<file path="config.mk">
export PLATFORM = sky130hd
export DESIGN_NAME = anim_sequencer
export DESIGN_NICKNAME = d
export VERILOG_FILES = /design/src/rtl/anim_sequencer.sv
export SDC_FILE = /design/constraint.sdc
export NUM_CORES = 1
export LEC_CHECK = 0
export CORE_ASPECT_RATIO = 1.75
export CORE_MARGIN = 3
export CORE_UTILIZATION = 36
export DETAILED_ROUTE_END_ITERATION = 7
export DONT_BUFFER_PORTS = 1
export PLACE_DENSITY_LB_ADDON = 0.2
export SYNTH_ARGS = -nofsm -noshare
export SYNTH_HDL_FRONTEND = slang
export SYNTH_SLANG_ARGS = --single-unit
</file>
<file path="constraint.sdc">
create_clock -name clk -period 3.24 [get_ports clk]
set_input_delay 0.162 -clock clk [delete_from_list [all_inputs] [get_ports clk]]
set_output_delay 0.162 -clock clk [all_outputs]
set_load 0.1 [all_outputs]
</file>
<file path="src/rtl/anim_sequencer.sv">
// Simon light/sound animation sequencer: WIN chase, LOSE flash and BOUNCE patterns over N lights.
// Optional tone output is enabled by defining ANIM_SOUND_EN; otherwise sound is tied to 0.
module anim_sequencer #(
  parameter int N_LIGHTS    = 4,
  parameter int STEP_CYCLES = 25_000_000,
  parameter int REPEATS     = 3
) (
  input  logic                clk,
  input  logic                reset,
  input  logic                next,
  input  logic [1:0]          mode,
  output logic [N_LIGHTS-1:0] lights,
  output logic [3:0]          sound,
  output logic                busy,
  output logic                done
);

  localparam int T_WIN  = N_LIGHTS * REPEATS;
  localparam int T_LOSE = 2 * REPEATS;
  localparam int T_BNC  = (2 * N_LIGHTS - 2) * REPEATS;
  localparam int T_MAX  = (T_BNC > T_WIN) ? ((T_BNC > T_LOSE) ? T_BNC : T_LOSE)
                                          : ((T_WIN > T_LOSE) ? T_WIN : T_LOSE);
  localparam int KW = $clog2(T_MAX + 1);
  localparam int CW = $clog2(STEP_CYCLES + 1);
  // At least two bits so the tone index can always be taken from pos[1:0].
  localparam int PW = $clog2(N_LIGHTS + 1);

  localparam logic [1:0] M_LOSE = 2'd1;
  localparam logic [1:0] M_BNC  = 2'd2;

  typedef enum logic [1:0] {S_IDLE, S_PLAY, S_DONE} state_t;

  state_t                state_q, state_d;
  logic [1:0]            mode_q, mode_d;
  logic [KW-1:0]         k_q, k_d, k_last;
  logic [CW-1:0]         cnt_q, cnt_d;
  logic [PW-1:0]         pos_q, pos_d;
  logic                  dir_q, dir_d;
  logic [N_LIGHTS-1:0]   lights_q, lights_d;
  logic                  busy_q, busy_d;
  logic                  done_q, done_d;
  logic                  show_d;
  logic                  step_end;

  always_comb begin
    case (mode_q)
      M_LOSE:  k_last = KW'(T_LOSE - 1);
      M_BNC:   k_last = KW'(T_BNC - 1);
      default: k_last = KW'(T_WIN - 1);
    endcase
  end

  assign step_end = (cnt_q == CW'(STEP_CYCLES - 1));

  always_comb begin
    state_d = state_q;
    mode_d  = mode_q;
    k_d     = k_q;
    cnt_d   = cnt_q;
    pos_d   = pos_q;
    dir_d   = dir_q;
    busy_d  = 1'b0;
    done_d  = 1'b0;
    show_d  = 1'b0;
    case (state_q)
      S_IDLE: begin
        if (next) begin
          state_d = S_PLAY;
          mode_d  = mode;
          k_d     = '0;
          cnt_d   = '0;
          pos_d   = '0;
          dir_d   = 1'b0;
          busy_d  = 1'b1;
          show_d  = 1'b1;
        end
      end
      S_PLAY: begin
        busy_d = 1'b1;
        show_d = 1'b1;
        if (step_end) begin
          cnt_d = '0;
          if (k_q == k_last) begin
            state_d = S_DONE;
            busy_d  = 1'b0;
            show_d  = 1'b0;
            done_d  = 1'b1;
          end else begin
            k_d = k_q + 1'b1;
            // BOUNCE reverses at either end; other patterns wrap the position.
            if (mode_q == M_BNC) begin
              if (!dir_q) begin
                if (pos_q == PW'(N_LIGHTS - 1)) begin
                  dir_d = 1'b1;
                  pos_d = pos_q - 1'b1;
                end else begin
                  pos_d = pos_q + 1'b1;
                end
              end else begin
                if (pos_q == '0) begin
                  dir_d = 1'b0;
                  pos_d = pos_q + 1'b1;
                end else begin
                  pos_d = pos_q - 1'b1;
                end
              end
            end else begin
              pos_d = (pos_q == PW'(N_LIGHTS - 1)) ? '0 : pos_q + 1'b1;
            end
          end
        end else begin
          cnt_d = cnt_q + 1'b1;
        end
      end
      S_DONE:  state_d = S_IDLE;
      default: state_d = S_IDLE;
    endcase

    lights_d = '0;
    if (show_d) begin
      if (mode_d == M_LOSE) lights_d = k_d[0] ? '0 : '1;
      else                  lights_d = N_LIGHTS'(1) << pos_d;
    end
  end

  always_ff @(posedge clk) begin
    if (reset) begin
      state_q  <= S_IDLE;
      mode_q   <= '0;
      k_q      <= '0;
      cnt_q    <= '0;
      pos_q    <= '0;
      dir_q    <= 1'b0;
      lights_q <= '0;
      busy_q   <= 1'b0;
      done_q   <= 1'b0;
    end else begin
      state_q  <= state_d;
      mode_q   <= mode_d;
      k_q      <= k_d;
      cnt_q    <= cnt_d;
      pos_q    <= pos_d;
      dir_q    <= dir_d;
      lights_q <= lights_d;
      busy_q   <= busy_d;
      done_q   <= done_d;
    end
  end

  assign lights = lights_q;
  assign busy   = busy_q;
  assign done   = done_q;

`ifdef ANIM_SOUND_EN
  // WIN tone follows k mod 4, which differs from the light position when N_LIGHTS is not a multiple of 4.
  logic [1:0] ton_q, ton_d;
  logic [3:0] sound_q, sound_d;
  logic       ton_start, ton_adv;

  always_comb begin
    ton_start = (state_q == S_IDLE) && next;
    ton_adv   = (state_q == S_PLAY) && step_end && (k_q != k_last);
    ton_d     = ton_q;
    if (ton_start)    ton_d = 2'd0;
    else if (ton_adv) ton_d = (ton_q == 2'd3) ? 2'd0 : ton_q + 2'd1;
    sound_d = 4'b0000;
    if (show_d) begin
      case (mode_d)
        M_LOSE:  sound_d = k_d[0] ? 4'b0000 : 4'b1000;
        M_BNC:   sound_d = 4'b0001 << pos_d[1:0];
        default: sound_d = 4'b0001 << ton_d;
      endcase
    end
  end

  always_ff @(posedge clk) begin
    if (reset) begin
      ton_q   <= 2'd0;
      sound_q <= 4'b0000;
    end else begin
      ton_q   <= ton_d;
      sound_q <= sound_d;
    end
  end

  assign sound = sound_q;
`else
  assign sound = 4'b0000;
`endif

endmodule

</file>
Word level (Yosys, flattened, before mapping) --
Cells that the tools add are included.
Storage, ports and cells: flip-flop bits (word level) 44, input bits 5, output and inout port bits 10, word-level logic and storage cells 77
Cells by class: add/sub/neg operators 4, equality and inequality tests 12, shifts and indexed selects 1, muxes and demuxes 38, bitwise gates (word level) 3, reductions and logical operators 9
Operators by type and width (number):
- $mux W25 | 2
- $pmux W25 S2 | 1
- $add A25 B1 Y25 const B | 1
- $eq A25 B25 Y1 const B | 1
- $mux W3 | 8
- $pmux W5 S2 | 2
- $mux W5 | 3
- $mux W1 | 11
- $mux W2 | 5
- $ne A2 B2 Y1 const B | 5
- $mux W4 | 2
- $eq A2 B1 Y1 const B | 3
- $pmux W3 S2 | 1
- $add A5 B1 Y5 const B | 1
- $eq A5 B5 Y1 | 1
- $reduce_and A5 Y1 | 1
- $pmux W1 S2 | 2
- $pmux W2 S2 | 1
- $reduce_and A4 Y1 | 1
- $shl A1 B3 Y4 const A | 1
- $add A3 B1 Y3 const B | 1
- $eq A3 B2 Y1 const B | 1
- $logic_not A3 Y1 | 1
- $not A1 Y1 | 3
- other kinds (8) | 8

Longest topological paths before layout --
word-level depth 9, mapped depth 8, mapped depth without buffers 8

Worst setup path after synthesis --
OpenSTA, ideal clock, no wires.
path type reg2reg, from reg cnt_q[0], to reg cnt_q[20], setup time 71 ps, arrival time 2211 ps, required time 3169 ps, path slack 958 ps, cell stages (with the launch flop) 8, path buffers 1, path through dfxtp_1 > ha_1 > inv_1 > or4_4 > or4_1 > buf_2 > or3_1 > a21oi_1
Between the ends: cells in the longest elaborated chain, start to end 3, elaborated cells between the ends (all ways) 4
Ends and longest elaborated chain:
- start: declaration | line 36 | logic [CW-1:0] cnt_q, cnt_d;
- start signal: assignment | line 141 | cnt_q <= cnt_d;
- $add A25 B1 Y25 or $eq A25 B25 Y1 (tied branches) | line 112, 53
- $mux W25 * | line 81 | if (step_end) begin
- $pmux W25 S2 * | line 65 | case (state_q)
Every way passes the cells marked *; elsewhere a longest branch is shown, timed or not. A chain may end at the register's enable or synchronous reset.

Final worst setup path --
Same ends and word-level chain as after synthesis.

==> impl_table.tex <==
\begin{tabular}{lr}
\hline
Metric & Value \\
\hline
\multicolumn{2}{l}{\textbf{Worst setup path}} \\
\quad Worst path max stage delay & 0.61 ns \\
\quad CP Cell Sequence & ha\_1, inv\_1, or4\_4, or4\_1, or3\_1, a21oi\_1 \\
\quad Worst EP required & 3.47 ns \\
\quad Slowest-stage cell, CP & or4\_1 \\
\quad Arrival time reported for the critical path endpoint & between 2 and 3 ns \\
\quad Internal reg-to-reg setup slack & around 0.74 ns \\
\quad Category of the worst setup path launch point & flop \\
\quad Critical register-to-register path startpoint & cnt\_q[0] \\
\quad Cell family with the largest share of critical-path delay & simple AND/OR/NAND/NOR gates \\
\quad Path type of the worst setup path & reg2reg \\
\quad Max FO, Critical Path & 6 \\
\quad Kind of end point of the critical path & flop \\
\quad Reg2Reg Capture Point & cnt\_q[20] \\
\quad Buffers plus inverters on the worst setup path & 1 \\
\quad Critical path depth & 6 \\
\quad Number of cell instances on the worst register-to-register path & 6 \\
\quad Launching instance or port of the critical path & cnt\_q[0] \\
\quad Last element of the critical path & cnt\_q[20] \\
\multicolumn{2}{l}{\textbf{Power and ir drop}} \\
\quad Static Leak & 0.8418 nW \\
\quad Largest voltage drop on the vdd net & about 0.28 mV \\
\quad Power density relative to cell area & $\sim$430 nW/um2 \\
\multicolumn{2}{l}{\textbf{Placed design}} \\
\quad Post-Place Cells & 354 \\
\quad Placer's final routability congestion estimate & between 0.8 and 0.9 \\
\quad IO Port Bufs & 0 \\
\quad Post-DP HPWL & 3928 um \\
\multicolumn{2}{l}{\textbf{Timing}} \\
\quad Fmax & roughly 0.4 GHz \\
\quad Fraction of the cycle the final worst path needs & 0.7712 \\
\quad Worst-case headroom to the max-slew limit & 0.3672 \\
\quad Final Skew & roughly 0.0048 ns \\
\quad Final-report hold violation count & 0 \\
\quad Final count of negative-setup-slack endpoints & 0 \\
\quad Post-route setup TNS & 0 ns \\
\quad Minimum clock period after layout & $\sim$2.5 ns \\
\quad Tightest Pin Transition & 0.9479 ns \\
\quad Unrepaired setup endpoints after global routing & no \\
\quad Final Max Tran Viols & 0 \\
\multicolumn{2}{l}{\textbf{Detailed routing}} \\
\quad Detailed-router iteration count before antenna repair & 4 \\
\quad Iteration-0 DRC Markers & between 80 and 90 \\
\quad Vias per cell & roughly 5.3 \\
\quad Number of remaining DRC errors & 0 \\
\quad Final routed wire length divided by cell count & 14.38 um \\
\quad Post-DRT Antenna Nets & 0 \\
\quad Total via count after detailed routing & between 1500 and 2000 \\
\quad Post-detailed-routing wire length & 5249 um \\
\multicolumn{2}{l}{\textbf{Layout}} \\
\quad Number of nets in the finished design & 299 \\
\quad Register cell area after layout & 880.8 um2 \\
\quad Antenna diode count & 0 \\
\quad Filler Cells Inserted & 646 \\
\quad Synthesis-to-layout area growth & 9.174\% \\
\quad Filler-free cell count of the finished design & $\sim$370 \\
\quad Most frequent standard cell in the layout excluding fill and tap cells & dfxtp\_1 \\
\quad Most used cells in the layout excluding fill and tap cells & dfxtp\_1 (44), nor2\_1 (37), nand2\_1 (23) \\
\quad Footprint of the multi-input gates & $\sim$1400 um2 \\
\quad Fraction of final layout cells sized beyond drive strength 1 & 0.05263 \\
\multicolumn{2}{l}{\textbf{Global route}} \\
\quad Global-route wire length before repair & approximately 9200 um \\
\quad Antenna violations before repair & 0 \\
\quad Grt ovf & 0 \\
\quad Maximum number of pins on one net before global-route repair & 24 \\
\quad Global-route usage over all layers & 0.1583 \\
\quad Via count of the first global-routing pass & between 1500 and 2000 \\
\multicolumn{2}{l}{\textbf{Synth}} \\
\quad Synth cell types & 50 \\
\quad Syn Inst Count & 280 \\
\quad Fraction of registers with async set/reset & 0 \\
\quad Average cell area after synthesis & 8.329 um2 \\
\quad Main synth FF type & dfxtp\_1 \\
\quad EDFF count, synth & 0 \\
\quad Proportion of synthesized chip area in sequential cells & 0.3777 \\
\quad Synth Warn \# & 0 \\
\quad Netlist Area Pre-Place & between 2000 and 2500 um2 \\
\quad Flip-flop and latch count after synthesis & 44 \\
\multicolumn{2}{l}{\textbf{Clock tree}} \\
\quad Later-pin clock latency in the skew report & 0.30 ns \\
\quad Clock slew seen by the registers of the worst setup and hold paths & about 0.09 ns \\
\quad H-Tree Level Count & 2 \\
\quad Gates resized, CTS repair & 0 \\
\quad Worst-case clock buffer depth & 2 \\
\quad Total clock sinks & 44 \\
\quad Number of CTS-inserted buffers & 5 \\
\quad Clock tree from TritonCTS & yes \\
\quad CTS root buffer & clkbuf\_8 \\
\multicolumn{2}{l}{\textbf{Floorplan}} \\
\quad Number of top-level pins & 15 \\
\quad Die area & between 7000 and 8000 um2 \\
\quad Core Region & 6228 um2 \\
\quad Die Ht & between 100 and 150 um \\
\quad Row cnt & 38 \\
\quad Die X-Extent & 66.85 um \\
\quad Initial Utilization & 0.3744 \\
\multicolumn{2}{l}{\textbf{Job}} \\
\quad \# Max-Cap Violations & 0 \\
\multicolumn{2}{l}{\textbf{Status}} \\
\quad Outcome & completed \\
\multicolumn{2}{l}{\textbf{Worst hold path}} \\
\quad Kind of path behind the tightest hold check & in2reg \\
\hline
\end{tabular}
==> worst min-delay path by stage <==
stage / start / endpoint / slack, ns / cells after the start
global route: reset / dir_q / 0.06 / 2
CTS: reset / dir_q / 0.04 / 2
floorplan: mode[0] / mode_q[0] / 0.30 / 2
global placement: reset / cnt_q[17] / 0.24 / 1
finish: reset / dir_q / 0.04 / 2
detailed placement: reset / cnt_q[17] / 0.24 / 1
==> repair_timing <==
item	CTS	global route
buffers inserted	0	0
hold buffers	3	0
endpoints found under the hold margin	23	0
==> flip-flops by register name, indices dropped and copies added (netlist names) <==
| name | cells |
|---|---|
| pos_q | 3 |
| mode_q | 2 |
| done | 1 |
| state_q | 2 |
| k_q | 5 |
| busy | 1 |
| cnt_q | 25 |
| dir_q | 1 |
| lights | 4 |
==> cell families (layout without fill, tap and decap cells) <==
group	Yosys count	count (layout)	synth area share
AND/OR/NAND/NOR	133	133	0.3090
AO/OA/AOI/OAI	46	46	0.1288
flip-flops	44	44	0.3777
buffers and inverters	24	26	0.04560
XOR/XNOR	20	20	0.07510
adder cells (fa/ha/maj)	10	10	0.05365
multiplexers	2	2	0.008584
other	1	4	0.001608
==> where the power goes <==
| part | switching (mW) | internal (mW) | total (mW) |
|---|---|---|---|
| clock | 0.200 | 0.228 | 0.428 |
| sequential | 0.0322 | 0.548 | 0.580 |
| combinational | 0.0564 | 0.0196 | 0.0760 |
| total | 0.289 | 0.796 | 1.08 |
==> routing by layer <==
metal | share of wire | GRT usage
met1 | 0.39 | 0.1727
met2 | 0.56 | 0.2885
met3 | 0.023 | 0.02903
met4 | 0.027 | 0.06513
met5 | 0 | 0
==> per-stage QoR <==
step                      hold WS, ns  utilization  power, mW  instance area, um2  setup slack [ns]
after detailed placement       0.2377       0.3861     0.6616                2405            0.7455
after CTS                     0.03618       0.4088      1.099                2546            0.7213
final                         0.04352       0.4088      1.085                2546            0.7413
after global placement         0.2355       0.3861     0.6619                2405            0.7582
after global routing          0.05937       0.4088      1.127                2546            0.6117
after floorplan                0.2980            -     0.6544                2344            0.9582
==> layout make-up <==
class / instances / share of cell area
Timing Repair Buffer: 6 / 0.02064
Multi-Input combinational cell: 215 / 0.5327
Clock inverter: 3 / 0.01671
Tap cell: 80 / 0.03931
Inverter: 12 / 0.01769
Sequential cell: 44 / 0.3459
Clock buffer: 5 / 0.02703
==> synthesized netlist by cell type (5+ instances only) <==
cell / count / area [um2]
nor3b_1: 6 / 45.04
clkbuf_1: 7 / 26.28
xnor2_1: 10 / 87.58
o21ai_0: 11 / 55.05
nand4_1: 10 / 62.56
dfxtp_1: 44 / 880.8
inv_1: 12 / 45.04
nand3_1: 10 / 50.05
nor2_1: 37 / 138.9
xor2_1: 10 / 87.58
a21oi_1: 12 / 60.06
nand2_1: 23 / 86.33
ha_1: 10 / 125.1
a211oi_1: 5 / 37.54
nor3_1: 11 / 55.05
nand2b_1: 7 / 43.79
Power figures use the tool's default switching activity.
